### config.mk
export PLATFORM = sky130hd
export DESIGN_NAME = wb_regfile
export DESIGN_NICKNAME = d
export VERILOG_FILES = /design/src/rtl/wb_regfile.sv
export SDC_FILE = /design/constraint.sdc
export NUM_CORES = 1
export LEC_CHECK = 0
export ABC_AREA = 1
export CAP_MARGIN = 20
export CORE_ASPECT_RATIO = 2
export CORE_MARGIN = 2
export CORE_UTILIZATION = 49
export DETAILED_ROUTE_END_ITERATION = 10
export PLACE_DENSITY = 0.77
export SLEW_MARGIN = 20
export SYNTH_ARGS = -nofsm -noshare
export SYNTH_HDL_FRONTEND = slang
export SYNTH_SLANG_ARGS = --single-unit
### constraint.sdc
create_clock -name clk -period 1.2 [get_ports clk]
set_input_delay 0.24 -clock clk [delete_from_list [all_inputs] [get_ports clk]]
set_output_delay 0.24 -clock clk [all_outputs]
set_load 0.005 [all_outputs]
### src/rtl/wb_regfile.sv
// Write-back register file: 8x16 GPRs with R7 aliased to the PC, C/Z flags, redirect on R7 write-back,
// and a per-register pending-write scoreboard. Define FWD_BYPASS_EN to forward the retiring value to the read ports.
module wb_regfile #(
  parameter int DATA_W = 16,
  parameter int NREG   = 8,
  parameter int PC_REG = 7,
  parameter int CNT_W  = 2
) (
  input  logic              clk,
  input  logic              rst,
  input  logic              reg_write,
  input  logic [2:0]        wr_add,
  input  logic [1:0]        m3,
  input  logic [DATA_W-1:0] alu_res,
  input  logic [DATA_W-1:0] mem_rd_data,
  input  logic [DATA_W-1:0] shift,
  input  logic [DATA_W-1:0] pc_p1,
  input  logic              c_flag,
  input  logic              z_flag,
  input  logic              flag_wr,
  input  logic              pc_wr_en,
  input  logic [DATA_W-1:0] pc_next,
  input  logic [2:0]        rd_add1,
  input  logic [2:0]        rd_add2,
  output logic [DATA_W-1:0] rd_data1,
  output logic [DATA_W-1:0] rd_data2,
  output logic              busy1,
  output logic              busy2,
  input  logic              issue_en,
  input  logic [2:0]        issue_add,
  output logic [DATA_W-1:0] r7_out,
  output logic              c_out,
  output logic              z_out,
  output logic              redirect,
  output logic [DATA_W-1:0] redirect_pc,
  output logic              sb_err
);

  localparam logic [2:0] PC_ADDR = 3'(PC_REG);

  logic [DATA_W-1:0] regs_q [NREG];
  logic [DATA_W-1:0] regs_d [NREG];
  logic [CNT_W-1:0]  cnt_q  [NREG];
  logic [CNT_W-1:0]  cnt_d  [NREG];
  logic              c_q, c_d, z_q, z_d;
  logic              redirect_q, redirect_d;
  logic              sb_err_q, sb_err_d;
  logic [DATA_W-1:0] rpc_q, rpc_d;
  logic [DATA_W-1:0] wb_data;
  logic [NREG-1:0]   inc, dec;

  always_comb begin
    unique case (m3)
      2'b00:   wb_data = alu_res;
      2'b01:   wb_data = mem_rd_data;
      2'b10:   wb_data = shift;
      default: wb_data = pc_p1;
    endcase
  end

  always_comb begin
    inc = '0;
    dec = '0;
    for (int unsigned i = 0; i < NREG; i++) begin
      inc[i] = issue_en  && (issue_add == i[2:0]);
      dec[i] = reg_write && (wr_add    == i[2:0]);
    end
  end

  always_comb begin
    regs_d   = regs_q;
    cnt_d    = cnt_q;
    c_d      = c_q;
    z_d      = z_q;
    sb_err_d = sb_err_q;
    // Write-back is applied after the fetch update so it wins on R7.
    if (pc_wr_en)  regs_d[PC_REG] = pc_next;
    if (reg_write) regs_d[wr_add] = wb_data;
    redirect_d = reg_write && (wr_add == PC_ADDR);
    rpc_d      = redirect_d ? wb_data : rpc_q;
    if (flag_wr) begin
      c_d = c_flag;
      z_d = z_flag;
    end
    for (int unsigned i = 0; i < NREG; i++) begin
      unique case ({inc[i], dec[i]})
        2'b10: begin
          if (cnt_q[i] == '1) sb_err_d = 1'b1;
          else                cnt_d[i] = cnt_q[i] + CNT_W'(1);
        end
        2'b01: begin
          if (cnt_q[i] == '0) sb_err_d = 1'b1;
          else                cnt_d[i] = cnt_q[i] - CNT_W'(1);
        end
        default: ;
      endcase
    end
  end

  always_ff @(posedge clk or negedge rst) begin
    if (!rst) begin
      for (int unsigned i = 0; i < NREG; i++) begin
        regs_q[i] <= '0;
        cnt_q[i]  <= '0;
      end
      c_q        <= 1'b0;
      z_q        <= 1'b0;
      redirect_q <= 1'b0;
      rpc_q      <= '0;
      sb_err_q   <= 1'b0;
    end else begin
      regs_q     <= regs_d;
      cnt_q      <= cnt_d;
      c_q        <= c_d;
      z_q        <= z_d;
      redirect_q <= redirect_d;
      rpc_q      <= rpc_d;
      sb_err_q   <= sb_err_d;
    end
  end

`ifdef FWD_BYPASS_EN
  logic hit1, hit2;
  // Forwarding is suppressed during reset so every output reads zero.
  assign hit1     = rst && reg_write && (wr_add == rd_add1);
  assign hit2     = rst && reg_write && (wr_add == rd_add2);
  assign rd_data1 = hit1 ? wb_data : regs_q[rd_add1];
  assign rd_data2 = hit2 ? wb_data : regs_q[rd_add2];
  assign busy1    = (cnt_q[rd_add1] != '0) && !(hit1 && (cnt_q[rd_add1] == CNT_W'(1)));
  assign busy2    = (cnt_q[rd_add2] != '0) && !(hit2 && (cnt_q[rd_add2] == CNT_W'(1)));
`else
  assign rd_data1 = regs_q[rd_add1];
  assign rd_data2 = regs_q[rd_add2];
  assign busy1    = (cnt_q[rd_add1] != '0);
  assign busy2    = (cnt_q[rd_add2] != '0);
`endif

  assign r7_out      = regs_q[PC_REG];
  assign c_out       = c_q;
  assign z_out       = z_q;
  assign redirect    = redirect_q;
  assign redirect_pc = rpc_q;
  assign sb_err      = sb_err_q;

endmodule
# After elaboration in Yosys (flattened, before gate mapping)
# Cells that the tools add are included.
# Widths: inputs -> output; s select.
[op_classes]
add_sub_neg = 16
eq_ne = 56
mux = 66
magnitude_cmp = 4
n_reduce_logical = 46
bitwise = 3
[op_table]
columns = ["op", "n"]
rows = [
  ["$bwmux 128", 1],
  ["$mux 16", 7],
  ["$bmux 16 s3", 2],
  ["$demux 16 s3", 1],
  ["$pmux 16 s3", 1],
  ["$mux 2", 20],
  ["$eq 2x2->1 const B", 17],
  ["$ne 2x2->1 const B", 16],
  ["$pmux 2 s2", 8],
  ["$eq 3x3->1 const B", 8],
  ["$reduce_and 3->1", 8],
  ["$reduce_bool 2->1", 10],
  ["$eq 2x1->1 const B", 9],
  ["$logic_not 2->1", 9],
  ["$logic_and 1x1->1", 17],
  ["$add 2x1->2 const B", 8],
  ["$mux 1", 16],
  ["$pmux 1 s2", 8],
  ["$sub 2x1->2 const B", 8],
  ["$bmux 2 s3", 2],
  ["$eq 3x2->1 const B", 4],
  ["$ge 4x4->1 const B", 3],
  ["$not 3->4", 3],
  ["$eq 3x1->1 const B", 2],
  ["2 further kinds", 3],
]
[word_totals]
in_bits = 102
out_inout_bits = 70
wordCells = 212
ff_bits = 164

# Logic depth before layout (Yosys ltp)
# Gate-level depths: netlist of the first run.
[logic_depth]
depth_word = 18
ltp_mapped = 12
mapped_depth_nobuf = 12

# Least setup slack after synthesis of the first run
# OpenSTA, ideal clock, no wires.
[synth_path]
path_type = "input to register"
from = "input wr_add[0]"
to = "register cnt_q[7] (netlist bit)"
setup_time_ns = 0.118
path_slack_ns = -0.431
arrival_ns = 1.514
path_stages = 11
required_time_ns = 1.082
n_path_buf = 1
cell_sequence = "inv_1 nand2_4 nor2_4 inv_4 buf_6 ha_1 inv_1 nand2_1 a21oi_1 o21bai_1 inv_1"
[synth_between]
elab_chain_cells = 5
word_cells_on_any_way = 9
cone_classes = "5 x eq/ne; 1 x mux; 3 x reduce/logical"
[synth_rtl]
columns = ["element", "line", "source"]
rows = [
  ["from (decl)", "12", "input logic [2:0] wr_add,"],
  ["$eq 3x3->1 (*)", "66", "dec[i] = reg_write && (wr_add == i[2:0]);"],
  ["$logic_and 1x1->1 (*)", "66", ""],
  ["$eq 2x1->1 or $eq 2x2->1 (tied branches)", "86", "unique case ({inc[i], dec[i]})"],
  ["$ne 2x2->1 (no source line) or $reduce_bool 2->1 (tied branches)", "--", ""],
  ["$reduce_and 3->1 (no source line)", "--", ""],
  ["to (signal assigned)", "113", "cnt_q <= cnt_d;"],
  ["to (decl)", "43", "logic [CNT_W-1:0] cnt_q [NREG];"],
]
# Mark *: on every way between the ends. The rest lies on a longest branch, timed or not.
# A chain may end at the register's enable or synchronous reset.

# Worst setup path in the final report of the first run
[layout_path]
from = "register cnt_q[8] (netlist bit)"
to = "output busy1"
[layout_between]
elab_chain_cells = 4
[layout_rtl]
columns = ["element", "line", "source"]
rows = [
  ["$bmux 2 s3", "134", "assign busy1 = (cnt_q[rd_add1] != '0);"],
  ["$mux 2 (implied by the code) (2 in series)", "134", ""],
  ["$reduce_bool 2->1", "134", ""],
  ["to (decl)", "27", "output logic busy1,"],
]
# Every way passes these cells. The select of a mux whose other input is x is not followed.

==> impl_metrics.env, run 1 <==
export IMPL_ant_nets=0
export IMPL_core_area_um2=20930
export IMPL_post_route_cells_drive_above_1_share_pct=33.77
export IMPL_status="finished with violations"
export IMPL_die_height_um=210.6
export IMPL_drt_pass1_iterations=7
export IMPL_finalCritPeriodShare_pct=146.1
export IMPL_reg2reg_setup_slack_ns=0.04
export IMPL_drt_iter0_drc=1316
export IMPL_path_max_fanout=3
export IMPL_antenna_found_initial=0
export IMPL_setup_worst_path_start_class="register"
export IMPL_place_hpwl_um=28450
export IMPL_report_final_slew_viol_count=0
export IMPL_timing_fmax_mhz=570.4
export IMPL_post_dp_cell_area_um2=13780
export IMPL_crit_arrival_ns=1.51
export IMPL_postLayoutCellArea_um2=15130
export IMPL_totalNegativeSetupSlack_ns=-19.14
export IMPL_synth_warning_count=0
export IMPL_most_frequent_cells_after_synthesis="nand2_1, o21ai_0, dfrtp_1"
export IMPL_worst_slew_pin_slew_ns=0.4543
export IMPL_synth_enable_flop_cells=0
export IMPL_leakage_nw=7.196
export IMPL_timing_clock_skew_ns=0.0008725
export IMPL_fill_cells=1588
export IMPL_power_ir_vdd_worst_uv=787.2
export IMPL_layout_setup_ws_ns=-0.5531
export IMPL_cts_htree_levels=4
export IMPL_tritoncts="yes"
export IMPL_yosysSeqAreaShare_pct=39.25
export IMPL_avgViaCountPerCell=5.957
export IMPL_synth_fp_nets=1558
export IMPL_layout_nets=1876
export IMPL_yosysTopAreaCellShare_pct=39.25
export IMPL_failed_checks="negative setup slack"
export IMPL_finalWirelength_um=41900
export IMPL_numPortBuffers=171
export IMPL_timing_hold_violations_final=0
export IMPL_synth_largest_area_cell="dfrtp_1"
export IMPL_asyncSetResetFlopFracSynth_pct=100.0
export IMPL_antenna_cells_inserted=0
export IMPL_die_area_um2=22600
export IMPL_fp_dieW_um=107.3
export IMPL_total_overflow_reported_by_the_global_router=0
export IMPL_floorplan_rows=75
export IMPL_worst_setup_hold_path_clk_slew_ns=0.07
export IMPL_yosys_top_cells_area="dfrtp_1, nand2_1, o21ai_0"
export IMPL_crit_path_max_incr_delay_ns=0.40
export IMPL_cts_sinks=164
export IMPL_synth_area_um2=10460
export IMPL_hold_class="primary input to async pin"
export IMPL_layout_core_utilization_pct=72.30
export IMPL_setup_worst_path_class="register to primary output"
export IMPL_wl_per_cell_um=20.54
export IMPL_global_route_usage_total_pct=37.15
export IMPL_period_needed_ns=1.753
export IMPL_maxCapViolations=0
export IMPL_floorplan_initialDensity_pct=49.97
export IMPL_area_growth_synth_to_final_pct=44.71
export IMPL_finalSetupViolCount=61
export IMPL_drc_violations_left=0
export IMPL_synthesis_instances=1440
export IMPL_ys_types=34
export IMPL_yosysMostFrequentCell="nand2_1"
export IMPL_root_buffer_master="clkbuf_16"
export IMPL_power_per_cell_area_nw_per_um2=1340
export IMPL_critical_path_required_ns=0.96
export IMPL_design_portCount=172
export IMPL_pin_count_of_the_biggest_net_entering_global_routing=51
export IMPL_wire_length_of_the_first_global_routing_pass_um=63730
export IMPL_synth_avg_cell_area_um2=7.261
export IMPL_synthFlopType="dfrtp_1"
export IMPL_yosys_register_bits=164
export IMPL_bufs_on_longest_clock_path=2
export IMPL_unrepaired_setup_endpoints_after_global_routing="true"
export IMPL_timing_critical_path_to_type="primary output"
export IMPL_cts_buffers=17
export IMPL_power_w=0.02028
export IMPL_gp_congestion=0.9471
export IMPL_worstPathCellList="inv_2 -> nand2_4 -> nand2_2 -> o211ai_1 -> nand3_1 -> nand2_1 -> buf_2"
export IMPL_first_global_vias=11770
export IMPL_slowest_cell_on_the_critical_path="dfrtp_1"
export IMPL_max_slew_margin_pct=69.71
export IMPL_insertion_delay_ns=0.45
export IMPL_routed_via_count=12150
placed cells by master (no fill, tap or decap), types with 42 or more instances in the layout:
cell type,n
a21oi_2,47
buf_2,57
buf_4,172
buf_6,63
clkdlybuf4s50_1,84
dfrtp_1,159
inv_1,42
inv_2,48
nand2_1,343
nand3_1,125
nor2_1,72
o21ai_0,115
o21ai_1,148
layout make-up:
type,count,area (µm²),share of cell area (%)
multi-input combinational,1060,5949,39.32
sequential,164,4110,27.16
timing repair buffer,408,3700,24.45
inverter,107,479.2,3.167
clock buffer,20,456.7,3.018
tap,269,336.6,2.224
clock inverter,12,98.84,0.6533
report_power, final:
| group | leakage (nW) | total, W | internal [W] | switching (W) |
|---|---|---|---|---|
| clock network | 0.261 | 0.00528 | 0.00279 | 0.00249 |
| registers | 2.03 | 0.00761 | 0.00671 | 0.000898 |
| logic | 4.90 | 0.00740 | 0.00353 | 0.00387 |
| total | 7.20 | 0.0203 | 0.0130 | 0.00725 |
kinds of logic after synthesis:
logic type / Yosys count / share of synthesized area, %
xor gates and xnor gates: 1 / 0.08378
DFF: 164 / 39.25
muxes: 9 / 0.8855
and+or+nand+nor: 651 / 28.46
buffers and inverters: 217 / 10.64
adders and majority gates: 16 / 1.915
AOI/OAI and AO/OA: 382 / 18.77
critical path: cells and delay by family, from the launching register on:
kind | cells | cell delay, ns
DFF | 1 | 0.40
buffers and inverters | 2 | 0.23
and+or+nand+nor | 4 | 0.36
AOI/OAI and AO/OA | 1 | 0.08
final timing paths:
kind,start,end,depth (start not counted)
setup / recovery,cnt_q[8],busy1,7
hold / removal,rst,redirect,2
setup reg to reg,cnt_q[13],sb_err,7
hold reg to reg,redirect_pc[7],redirect_pc[7],2
max in group asynchronous,rst,cnt_q[6],3
min in group clk,pc_next[3],r7_out[3],3
metal layers:
layer  routed length (µm)  part of all wire, %  vias up  GRT usage (%)
met5                    0                    0        -              0
met4                 4145                  9.9        0          29.74
met3                 2996                  7.1      278          6.339
met2                20570                   49      781          62.35
met1                14190                   34     5725          40.52
li1                     -                    -     5368              -
repair_timing:
action / 4_1_cts / 5_1_grt
cloned: 0 / 1
setup endpoints to repair: 232 / 211
pin swaps: 111 / 75
endpoints found under the hold margin: 164 / 0
setup buffers: 42 / 20
gates resized for setup: 549 / 108
hold buffers: 1 / 0
registers in the layout, indices dropped and copies added, names as in the netlist:
signal       cells
c_out            1
cnt_q           16
r7_out          16
redirect         1
redirect_pc     16
regs_q         112
sb_err           1
z_out            1
through the flow:
stage | setup slack, ns | hold WS [ns] | cells
2_1_floorplan | -0.2181 | -0.05559 | 1440
3_3_place_gp | -0.8633 | 0.1156 | 1961
3_5_place_dp | -0.8911 | 0.1172 | 1961
4_1_cts | -0.5248 | 0.2265 | 2030
5_1_grt | -0.6152 | 0.2473 | 2040
6_report | -0.5531 | 0.2150 | 2040
Note: power is estimated with default switching activity, not from simulation.
==> inputs of run 2 (changes only) <==
--- a/config.mk
+++ b/config.mk
@@ -6,6 +6,7 @@
 export NUM_CORES = 1
 export LEC_CHECK = 0
 export ABC_AREA = 1
+export ABC_CLOCK_PERIOD_IN_PS = 1200
 export CAP_MARGIN = 20
 export CORE_ASPECT_RATIO = 2
 export CORE_MARGIN = 2
==> results of run 2 <==
The final DEF is identical to that of run 1; final timing and power are the same.
==> inputs of run 3 (changes only) <==
--- a/config.mk
+++ b/config.mk
@@ -6,13 +6,13 @@
 export NUM_CORES = 1
 export LEC_CHECK = 0
 export ABC_AREA = 1
-export ABC_CLOCK_PERIOD_IN_PS = 1200
+export ABC_CLOCK_PERIOD_IN_PS = 1900
 export CAP_MARGIN = 20
 export CORE_ASPECT_RATIO = 2
 export CORE_MARGIN = 2
-export CORE_UTILIZATION = 49
+export CORE_UTILIZATION = 55
 export DETAILED_ROUTE_END_ITERATION = 10
-export PLACE_DENSITY = 0.77
+export PLACE_DENSITY = 0.82
 export SLEW_MARGIN = 20
 export SYNTH_ARGS = -nofsm -noshare
 export SYNTH_HDL_FRONTEND = slang
==> constraint.sdc (replaced) <==
create_clock -name clk -period 1.9 [get_ports clk]
set_input_delay 0.38 -clock clk [delete_from_list [all_inputs] [get_ports clk]]
set_output_delay 0.38 -clock clk [all_outputs]
set_load 0.005 [all_outputs]
==> impl_metrics.env, run 3 (synthesis gave the netlist of run 1 again) <==
export IMPL_cts_htree_levels=4
export IMPL_finalCritPeriodShare_pct=99.43
export IMPL_crit_path_max_incr_delay_ns=0.15
export IMPL_critical_path_top_cell_by_count="buf_12"
export IMPL_drc_violations_left=1
export IMPL_worst_slew_pin_slew_ns=0.5214
export IMPL_place_hpwl_um=28710
export IMPL_hold_ws_ns=0.4569
export IMPL_max_slew_margin_pct=65.24
export IMPL_first_global_vias=11600
export IMPL_post_dp_cell_area_um2=12880
export IMPL_largest_register_ffs=112
export IMPL_setup_worst_path_start_class="primary input"
export IMPL_cts_buffers=17
export IMPL_status="finished with violations"
export IMPL_timing_clock_skew_ns=0.006350
export IMPL_tritoncts="yes"
export IMPL_crit_arrival_ns=1.51
export IMPL_pin_count_of_the_biggest_net_entering_global_routing=48
export IMPL_period_needed_ns=1.889
export IMPL_largest_register="regs_q"
export IMPL_worst_setup_hold_path_clk_slew_ns=0.07
export IMPL_layout_commonest_cell="nand2_1"
export IMPL_bufs_on_longest_clock_path=2
export IMPL_maxCapViolations=0
export IMPL_worstPathCellList="buf_12 -> buf_12 -> buf_12 -> a21oi_2 -> o21ai_1 -> o21ai_1 -> nand2_1 -> nand2_1 -> buf_2"
export IMPL_cts_sinks=164
export IMPL_antenna_cells_inserted=0
export IMPL_area_growth_synth_to_final_pct=33.71
export IMPL_setup_worst_path_class="primary input to primary output"
export IMPL_wl_per_cell_um=21.33
export IMPL_pre_cts_slack_ns=-0.4801
export IMPL_unrepaired_setup_endpoints_after_global_routing="true"
export IMPL_wire_length_of_the_first_global_routing_pass_um=62600
export IMPL_avgViaCountPerCell=6.002
export IMPL_layout_setup_ws_ns=0.01081
export IMPL_hold_class="primary input to async pin"
export IMPL_finalWirelength_um=41190
export IMPL_slowest_cell_on_the_critical_path="buf_12"
export IMPL_totalNegativeSetupSlack_ns=0
export IMPL_drt_pass1_iterations=10
export IMPL_global_route_usage_total_pct=41.71
export IMPL_path_max_fanout=14
export IMPL_die_height_um=199.0
export IMPL_routed_via_count=11590
export IMPL_mostFrequentLayoutCells="nand2_1, o21ai_0, dfrtp_1, nand3_1, clkdlybuf4s50_1"
export IMPL_power_ir_vdd_worst_uv=557.7
export IMPL_power_w=0.01235
export IMPL_floorplan_rows=71
export IMPL_timing_fmax_mhz=529.3
export IMPL_insertion_delay_ns=0.44
export IMPL_total_overflow_reported_by_the_global_router=0
export IMPL_finalSetupViolCount=0
export IMPL_fill_cells=1431
export IMPL_cp_num_buf_inv=4
export IMPL_drt_iter0_drc=856
export IMPL_gp_congestion=0.9565
export IMPL_cp_top_family="buffers and inverters"
export IMPL_timing_critical_path_to_type="primary output"
export IMPL_numPortBuffers=171
export IMPL_critical_path_required_ns=1.52
export IMPL_ant_nets=0
export IMPL_power_per_cell_area_nw_per_um2=883.6
export IMPL_layout_nets=1781
export IMPL_fp_dieW_um=101.5
export IMPL_failed_checks="design-rule violations"
export IMPL_die_area_um2=20200
export IMPL_antenna_found_initial=0
export IMPL_timing_hold_violations_final=0
export IMPL_postLayoutCellArea_um2=13980
export IMPL_root_buffer_master="clkbuf_16"
export IMPL_design_portCount=172
export IMPL_leakage_nw=6.707
export IMPL_floorplan_initialDensity_pct=55.78
export IMPL_report_final_slew_viol_count=0
export IMPL_core_area_um2=18740
export IMPL_post_route_cells_drive_above_1_share_pct=21.48
[run 3: layout make-up]
type	instances	area, µm²	area share [%]
multi-input cells	1059	5414	38.72
flip-flops and latches	164	4110	29.40
repair buffers	314	3118	22.30
clock buffers	22	484.2	3.463
inverters	107	414.1	2.962
well taps	255	319.1	2.282
clock inverters	10	121.4	0.8681
[run 3: metal layers]
layer	routed length [µm]	up-vias	share of wire [%]	global-route usage [%]
met2	20840	733	51	70.37
li1	-	5183	-	-
met4	4034	0	9.8	34.18
met1	13410	5437	33	44.94
met5	0	-	0	0
met3	2899	237	7.0	6.500
[run 3: path summary, 6_finish.rpt]
kind | cells after the start | slack, ns | to | start
setup / recovery | 9 | 0.01 | rd_data2[7] | rd_add2[0]
hold / removal | 2 | 0.46 | redirect_pc[13] | rst
setup reg to reg | 7 | 0.64 | cnt_q[2] | cnt_q[2]
hold reg to reg | 2 | 0.48 | redirect_pc[9] | redirect_pc[9]
max in group asynchronous | 3 | 0.78 | regs_q[16] | rst
min in group clk | 2 | 0.48 | redirect_pc[9] | redirect_pc[9]
[run 3: timing repair]
item / CTS / global route
gates cloned: 6 / 0
pin swaps: 45 / 35
gates resized for setup: 222 / 88
endpoints found under the setup margin: 36 / 38
hold buffers: 1 / 0
buffers inserted: 27 / 5
endpoints found under the hold margin: 41 / 0
[run 3: where the power goes]
group | internal (W) | switching, W | leakage, nW | total, W
Sequential | 0.00424 | 0.000561 | 2.03 | 0.00480
Clock | 0.00208 | 0.00152 | 0.285 | 0.00361
Combinational | 0.00179 | 0.00216 | 4.39 | 0.00395
[run 3: stage by stage]
stage                     util (%)  std cells
after floorplan                  -       1440
after global placement       68.71       1863
after detailed placement     68.71       1863
after CTS                    74.41       1928
after global routing         74.59       1931
final                        74.59       1931
